[src/rtl/mdu_hilo.sv]
// Multi-cycle multiply/divide unit with architectural HI/LO registers.
// Multiplies complete after MUL_CYCLES; divides run a 32-step restoring loop.
module mdu_hilo #(
   parameter int MUL_CYCLES = 5
) (
   input  logic        clk,
   input  logic        rst,
   input  logic        start,
   input  logic [2:0]  op,
   input  logic [31:0] rs_val,
   input  logic [31:0] rt_val,
   input  logic        flush,
   output logic        busy,
   output logic [31:0] hi,
   output logic [31:0] lo,
   output logic [1:0]  dbg_state
);

   localparam int DIV_CYCLES = 32;

   localparam logic [2:0] OP_MULT  = 3'd0;
   localparam logic [2:0] OP_MULTU = 3'd1;
   localparam logic [2:0] OP_DIV   = 3'd2;
   localparam logic [2:0] OP_DIVU  = 3'd3;
   localparam logic [2:0] OP_MTHI  = 3'd4;
   localparam logic [2:0] OP_MTLO  = 3'd5;

   typedef enum logic [1:0] {
      S_IDLE = 2'd0,
      S_MUL  = 2'd1,
      S_DIV  = 2'd2
   } state_t;

   // Handshake: start is taken only at an edge where busy=0 and flush=0;
   // otherwise it is dropped. Upstream holds the instruction while busy=1.
   state_t      state_q, state_d;
   logic [5:0]  cnt_q, cnt_d;
   logic [31:0] a_q, a_d;
   logic [31:0] b_q, b_d;
   logic [31:0] rem_q, rem_d;
   logic        sgn_q, sgn_d;
   logic        qneg_q, qneg_d;
   logic        rneg_q, rneg_d;
   logic        dz_q, dz_d;
   logic        busy_q, busy_d;
   logic [31:0] hi_q, hi_d;
   logic [31:0] lo_q, lo_d;

   logic [63:0] a_ext, b_ext, prod;
   logic [32:0] shifted, diff;
   logic [31:0] step_rem, step_quo;
   logic        div_sgn;

   always_ff @(posedge clk) begin
      if (rst) begin
         state_q <= S_IDLE;
         cnt_q   <= '0;
         a_q     <= '0;
         b_q     <= '0;
         rem_q   <= '0;
         sgn_q   <= 1'b0;
         qneg_q  <= 1'b0;
         rneg_q  <= 1'b0;
         dz_q    <= 1'b0;
         busy_q  <= 1'b0;
         hi_q    <= '0;
         lo_q    <= '0;
      end else begin
         state_q <= state_d;
         cnt_q   <= cnt_d;
         a_q     <= a_d;
         b_q     <= b_d;
         rem_q   <= rem_d;
         sgn_q   <= sgn_d;
         qneg_q  <= qneg_d;
         rneg_q  <= rneg_d;
         dz_q    <= dz_d;
         busy_q  <= busy_d;
         hi_q    <= hi_d;
         lo_q    <= lo_d;
      end
   end

   always_comb begin
      state_d = state_q;
      cnt_d   = cnt_q;
      a_d     = a_q;
      b_d     = b_q;
      rem_d   = rem_q;
      sgn_d   = sgn_q;
      qneg_d  = qneg_q;
      rneg_d  = rneg_q;
      dz_d    = dz_q;
      hi_d    = hi_q;
      lo_d    = lo_q;
      div_sgn = (op == OP_DIV);

      a_ext = sgn_q ? {{32{a_q[31]}}, a_q} : {32'h0, a_q};
      b_ext = sgn_q ? {{32{b_q[31]}}, b_q} : {32'h0, b_q};
      prod  = a_ext * b_ext;

      // During DIV, a_q shifts dividend bits out and quotient bits in.
      shifted  = {rem_q, a_q[31]};
      diff     = shifted - {1'b0, b_q};
      step_rem = diff[32] ? shifted[31:0] : diff[31:0];
      step_quo = {a_q[30:0], ~diff[32]};

      case (state_q)
         S_IDLE: begin
            if (start && !flush) begin
               case (op)
                  OP_MULT, OP_MULTU: begin
                     a_d     = rs_val;
                     b_d     = rt_val;
                     sgn_d   = (op == OP_MULT);
                     cnt_d   = 6'(MUL_CYCLES);
                     state_d = S_MUL;
                  end
                  OP_DIV, OP_DIVU: begin
                     a_d     = (div_sgn && rs_val[31]) ? (~rs_val + 32'd1) : rs_val;
                     b_d     = (div_sgn && rt_val[31]) ? (~rt_val + 32'd1) : rt_val;
                     rem_d   = '0;
                     sgn_d   = div_sgn;
                     qneg_d  = div_sgn && (rs_val[31] ^ rt_val[31]);
                     rneg_d  = div_sgn && rs_val[31];
                     dz_d    = (rt_val == 32'd0);
                     cnt_d   = 6'(DIV_CYCLES);
                     state_d = S_DIV;
                  end
                  OP_MTHI: hi_d = rs_val;
                  OP_MTLO: lo_d = rs_val;
                  default: ;
               endcase
            end
         end
         S_MUL: begin
            if (cnt_q == 6'd1) begin
               {hi_d, lo_d} = prod;
               cnt_d        = '0;
               state_d      = S_IDLE;
            end else begin
               cnt_d = cnt_q - 6'd1;
            end
         end
         S_DIV: begin
            a_d   = step_quo;
            rem_d = step_rem;
            if (cnt_q == 6'd1) begin
               if (!dz_q) begin
                  lo_d = qneg_q ? (~step_quo + 32'd1) : step_quo;
                  hi_d = rneg_q ? (~step_rem + 32'd1) : step_rem;
               end
               cnt_d   = '0;
               state_d = S_IDLE;
            end else begin
               cnt_d = cnt_q - 6'd1;
            end
         end
         default: begin
            state_d = S_IDLE;
            cnt_d   = '0;
         end
      endcase

      // A squash abandons any in-flight result, including one completing now.
      if (flush) begin
         state_d = S_IDLE;
         cnt_d   = '0;
         hi_d    = hi_q;
         lo_d    = lo_q;
      end

      busy_d = (state_d != S_IDLE);
   end

   assign busy      = busy_q;
   assign hi        = hi_q;
   assign lo        = lo_q;
   assign dbg_state = state_q;

endmodule

[config.mk]
export PLATFORM = sky130hd
export DESIGN_NAME = mdu_hilo
export DESIGN_NICKNAME = d
export VERILOG_FILES = /design/src/rtl/mdu_hilo.sv
export SDC_FILE = /design/constraint.sdc
export NUM_CORES = 2
export LEC_CHECK = 0
export CAP_MARGIN = 20
export CORE_UTILIZATION = 28
export CTS_BUF_LIST = sky130_fd_sc_hd__clkbuf_16
export DETAILED_ROUTE_END_ITERATION = 8
export PLACE_DENSITY = 0.39
export SETUP_SLACK_MARGIN = 0.15
export SYNTH_ARGS = -nofsm -noshare
export SYNTH_HDL_FRONTEND = slang
export SYNTH_SLANG_ARGS = --single-unit
[constraint.sdc]
create_clock -name clk -period 10.6 [get_ports clk]
set_input_delay 1.59 -clock clk [delete_from_list [all_inputs] [get_ports clk]]
set_output_delay 1.59 -clock clk [all_outputs]
set_load 0.02 [all_outputs]
; ---- Word level (Yosys, flattened, before mapping)
; Cells that the tools add are included.
[totals]
reg_bits = 173
in_bits = 71
output_inout_bits = 67
word_cells = 101
[op_classes]
add_sub_neg = 6
mul = 1
n_eq_ne = 16
n_mux = 36
bitwise = 7
n_reduce_logical = 23
[op_table]
columns = operator, count
row1 = 32-bit two-way mux, 18
row2 = 32-bit case mux with 2 select lines, 4
row3 = 32-bit case mux with 3 select lines, 2
row4 = 32-bit by 1-bit adder with 32-bit output (second input constant), 4
row5 = 64-bit two-way mux, 2
row6 = 32-bit NOT, 4
row7 = 64-bit by 64-bit multiplier with 64-bit output, 1
row8 = 33-bit by 32-bit subtractor with 33-bit output, 1
row9 = 32-bit zero test, 1
row10 = 6-bit case mux with 2 select lines, 2
row11 = 7-bit AND reduction, 2
row12 = 6-bit two-way mux, 2
row13 = 3-bit AND reduction, 4
row14 = 2-bit inequality test (second input constant), 4
row15 = 2-bit case mux with 2 select lines, 2
row16 = 2-bit OR reduction, 4
row17 = 3-bit by 2-bit equality test with 1-bit output (second input constant), 2
row18 = 3-bit equality test (second input constant), 2
row19 = 6-bit by 1-bit equality test with 1-bit output (second input constant), 1
row20 = 2-bit two-way mux, 3
row21 = 2-bit by 1-bit inequality test with 1-bit output (second input constant), 3
row22 = 2-bit nonzero test, 3
row23 = 6-bit by 1-bit subtractor with 6-bit output (second input constant), 1
row24 = 1-bit logical AND, 4
row25 = 12 further kinds, 13

; ---- Longest topological paths before layout
[logic_depth]
depth_word = 8
ltp_mapped = 37
mapped_depth_nobuf = 34

; ---- Least setup slack after synthesis
; No wires, ideal clock.
[synth_timing]
path_type = flip-flop to flip-flop
startpoint = register a_q[31]
endpoint = register hi_q[25] (netlist: hi[25])
setup_ps = 138
arrival_ps = 9211
slack_ps = 1250
path_stages_with_launch = 33
path_buffers = 3
synth_period_minus_slack_ps = 9350
cell_sequence = dfxtp_1 > and2_1 > clkbuf_1 > clkbuf_1 > nand2_1 > fa_1 > inv_1 > fa_1 > fa_1 > inv_1 > fa_1 > inv_1 > fa_1 > fa_1 > fa_1 > fa_1 > fa_1 > inv_1 > fa_1 > inv_1 > ha_1 > clkbuf_1 > a21o_1 > a21o_1 > a21oi_1 > o211ai_1 > a31oi_1 > o31ai_1 > a211oi_1 > o21ai_0 > xor2_1 > a221oi_1 > a2111oi_2
[synth_via]
elab_chain_len = 8
elab_cells_between_ends = 11
classes_between = add/sub: 2 / mul: 1 / mux: 7 / bitwise: 1
[synth_rtl]
columns = element, line
row1 = start: declaration, 38  ; logic [31:0] a_q, a_d;
row2 = start signal: assignment, 58  ; a_q <= '0;
row3 = start signal: assignment, 71  ; a_q <= a_d;
row4 = branches (longest 7 deep; another with 64-bit by 64-bit multiplier with 64-bit output), -
row5 = 32-bit case mux with 3 select lines (*), 108  ; case (state_q)
row6 = end signal: assignment, 79  ; hi_q <= hi_d;
row7 = end: declaration, 46  ; logic [31:0] hi_q, hi_d;
; Mark *: on every way between the ends. The select of a mux whose other input is x is not followed.
; A chain may end at the register's enable or synchronous reset.

; ---- Final worst setup path
[layout_timing]
startpoint = register sgn_q
endpoint = register hi_q[21] (netlist: hi[21])
[layout_via]
elab_chain_len = 4
elab_cells_between_ends = 5
classes_between = mul: 1 / mux: 4
[layout_rtl]
columns = element, line
row1 = start: declaration, 41  ; logic sgn_q, sgn_d;
row2 = start signal: assignment, 74  ; sgn_q <= sgn_d;
row3 = "64-bit two-way mux, on equally long branches", "98, 99"
row4 = 64-bit by 64-bit multiplier with 64-bit output (*), 100  ; prod = a_ext * b_ext;
row5 = 32-bit two-way mux (*), 137  ; if (cnt_q == 6'd1) begin
row6 = 32-bit case mux with 3 select lines (*), 108
; Every way passes the cells marked *; elsewhere a longest branch is shown, timed or not. The select of a mux whose other input is x is not followed.

==> summary.txt <==
Floorplan
  – Core Region: 215000 um2
  – # rows: 170
  – Die Wd: 467 um
  – Boundary Pins: 138
  – Die H: 467 um
  – Initial Util: about 28%
  – Area of the die: 218000 um2

CTS
  – Max clock buf depth: 2
  – Cts repair resizes: 0
  – Clock Latency Late Sink: roughly 0.56 ns
  – CTS hold repair buffers: 0
  – CTS tree: done
  – Post-CTS Setup Bufs: 0
  – Total CTS buffers: 17
  – Clock Sinks: about 170
  – Clock Root Buffer: clkbuf_16
  – Clk slew on worst S/H paths: 0.09 ns
  – H-tree levels: 4

Layout
  – Share of cells above drive strength 1: ~4.6%
  – Final Instance Count excl. Fillers: between 9000 and 10000
  – Sequential Area: between 3000 and 4000 um2
  – FILL cells: 22729
  – Post-Route Utilization: 30.9%
  – Nets: 8681
  – Synthesis-to-layout area growth: 9.55%
  – Multi-input gate area: slightly below 50000 um2
  – Commonest non-fill, non-tap cell in the layout: inv_1
  – Most frequent cells in the layout: inv_1, fa_1, nand2_1
  – Finished Cell Area: 66300 um2

Timing
  – Worst Skew: 0.0428 ns
  – Rel. slew slack: 20.1%
  – RSZ-0062 raised after global routing: false
  – Fin. max-slew vios: 0
  – Setup WS post-layout: ~0.62 ns
  – Pin slew with the least headroom to its limit: 1.20 ns
  – Fmax: roughly 100 MHz
  – Fin crit share: between 90% and 100%
  – Final setup vio count: 0
  – Final hold viol count: 0
  – Period minus WS final: 9.98 ns

Synthesis
  – Synth cell types: roughly 90
  – Post-synthesis sequential area ratio: 5.72%
  – Largest family of logic cells by synthesized area: adder cells
  – Most used DFF post-synth: dfxtp_1
  – Synth Cell Area: around 61000 um2
  – Compound-Gate Fraction of Synth Area: 8.46%
  – Post-synthesis mux area share: 0.451%
  – Synth Instances: 6873
  – Post-Synth Simple-Gate Area: between 15 and 20%
  – Synthesized Nets: approximately 8700
  – Adder-cell share of the synthesized area: 54.3%
  – #FFs+latches synth: around 170
  – Syn Area/Cell: 8.81 um2
  – Yosys warning total: 0
  – Xor and xnor area share after synthesis: 3.60%
  – Number of flops mapped to enable cells by yosys: 0
  – Post-synth ARST share: 0%

Pwr
  – VDD IR max: 0.000109 V
  – P_leak: 32.4 nW
  – Power, Total: about 0.0026 W
  – Cell Pwr Density: 38.9 nW/um2

Placement
  – GP Congestion: roughly 0.9
  – Hpwl dp: 203000 um
  – Placed cell area: 65700 um2
  – I/O Buffers: around 140
  – Worst slack, placed: 0.324 ns
  – Dpl cells: between 9000 and 10000

GRT
  – Initial antenna violation count: 13
  – Largest net degree at the start of global routing: 70
  – Vias in the first global route: 50099
  – Gr usage total: between 20% and 30%
  – First-pass GRT wire length: 353000 um
  – Gr ovfl total: 0

Detailed routing
  – Iter 0 DRT Violations: 3313
  – Drt drc: 0
  – Drt via density: 4.78
  – First-pass DRT Iterations: 6
  – Drt wl/cell: 24.6 um
  – Vias: 46380
  – ANT nets after route: 0
  – Final WL: ~240000 um

Run
  – Max-Cap Viols: 0

Worst setup path
  – Slowest cell on crit path: fa_2
  – Worst setup EP type: flop
  – Most frequent CP cell: fa_1
  – Setup crit start kind: flop
  – WS Path Type: reg2reg
  – Required time of the worst setup path: 11.00 ns
  – CP arrival: 10.37 ns
  – CP max FO: 9
  – CP max stage delay: 0.76 ns

Outcome
  – Outcome: complete, no violations

Worst hold path
  – Hold Crit Class: reg2reg
==> registers in the layout, summed over array words and instances, names as in the netlist <==
signal	count
qneg_q	1
rem_q	32
b_q	32
busy	1
dz_q	1
hi	32
lo	32
cnt_q	6
dbg_state	2
a_q	32
rneg_q	1
sgn_q	1
==> synth_stat cells (12+ instances only) <==
| cell | n | area share, % |
|---|---|---|
| a21o_1 | 75 | 0.93 |
| o21bai_1 | 14 | 0.17 |
| nor4_1 | 14 | 0.14 |
| nor3_1 | 57 | 0.47 |
| nor2_1 | 331 | 2.1 |
| o21ai_1 | 13 | 0.11 |
| or4_1 | 19 | 0.24 |
| inv_1 | 1590 | 9.9 |
| o41ai_1 | 19 | 0.27 |
| a211oi_1 | 54 | 0.67 |
| clkbuf_1 | 337 | 2.1 |
| a21oi_1 | 218 | 1.8 |
| and3_1 | 32 | 0.33 |
| xnor2_1 | 156 | 2.3 |
| a311oi_1 | 12 | 0.17 |
| o21ai_0 | 134 | 1.1 |
| nand2_1 | 757 | 4.7 |
| ha_1 | 351 | 7.3 |
| a221oi_1 | 48 | 0.69 |
| and2_1 | 529 | 5.5 |
| o21a_1 | 17 | 0.21 |
| buf_1 | 29 | 0.18 |
| or3_1 | 30 | 0.31 |
| nand2b_1 | 25 | 0.26 |
| nand3_1 | 20 | 0.17 |
| a22oi_1 | 24 | 0.30 |
| mux2i_1 | 19 | 0.31 |
| dfxtp_1 | 173 | 5.7 |
| nand4_1 | 18 | 0.19 |
| o31ai_1 | 33 | 0.41 |
| nor2b_1 | 15 | 0.16 |
| a31oi_1 | 17 | 0.18 |
| nand3b_1 | 13 | 0.16 |
| buf_2 | 16 | 0.13 |
| o211ai_1 | 12 | 0.15 |
| fa_1 | 1420 | 47 |
| xor2_1 | 93 | 1.3 |
==> final timing paths <==
check,start,slack [ns],end,cells after the start
setup / recovery,sgn_q,0.62,hi[21],30
hold / removal,hi[11],0.47,hi[11],2
setup reg to reg,sgn_q,0.62,hi[21],30
hold reg to reg,hi[11],0.47,hi[11],2
==> per-layer routing <==
metal	wire length (um)	track usage, %	vias to the layer above	part of all wire [%]
met1	104000	29.7	24592	44
met4	6980	5.95	2	2.9
met5	8	0	-	0.0034
met2	119000	39.2	1042	50
li1	-	-	20570	-
met3	8460	1.75	174	3.5
==> final cells by class <==
cell class | count | area share [%]
multi-input cells | 4723 | 74.9
inverters | 1592 | 9.02
well taps | 2838 | 5.35
flip-flops and latches | 173 | 5.27
repair buffers | 332 | 4.55
clock buffers | 17 | 0.641
clock inverters | 15 | 0.209
diodes | 9 | 0.0340
==> worst max-delay path, delay by kind of cell, from the launching register on <==
family | cells | cell delay [ns]
compound gates | 9 | 2.14
flops | 1 | 0.34
simple gates | 2 | 0.50
buf+inv | 7 | 0.89
xor+xnor | 1 | 0.11
fa+ha+maj | 11 | 5.85
==> where the power goes <==
part           switching (W)  total, W  internal (W)
Sequential         0.0000546  0.000721      0.000667
Clock               0.000393  0.000722      0.000329
Combinational       0.000760   0.00113      0.000373
==> cells by family (layout without fill, tap and decap cells) <==
logic type | count (synthesis) | count (layout)
muxes | 26 | 26
other | 0 | 9
DFF | 173 | 173
xor gates and xnor gates | 249 | 249
adders and majority gates | 1774 | 1774
AOI/OAI and AO/OA | 775 | 775
buffers and inverters | 1977 | 1956
and+or+nand+nor | 1899 | 1899
==> stage by stage <==
stage / hold slack, ns / setup TNS, ns
after global routing: 0.484 / 0
after detailed placement: 0.451 / 0
after global placement: 0.451 / -0.0510
after floorplan: 0.449 / 0
after CTS: 0.466 / 0
final: 0.466 / 0
No activity file was read; power rests on OpenSTA's default activity.
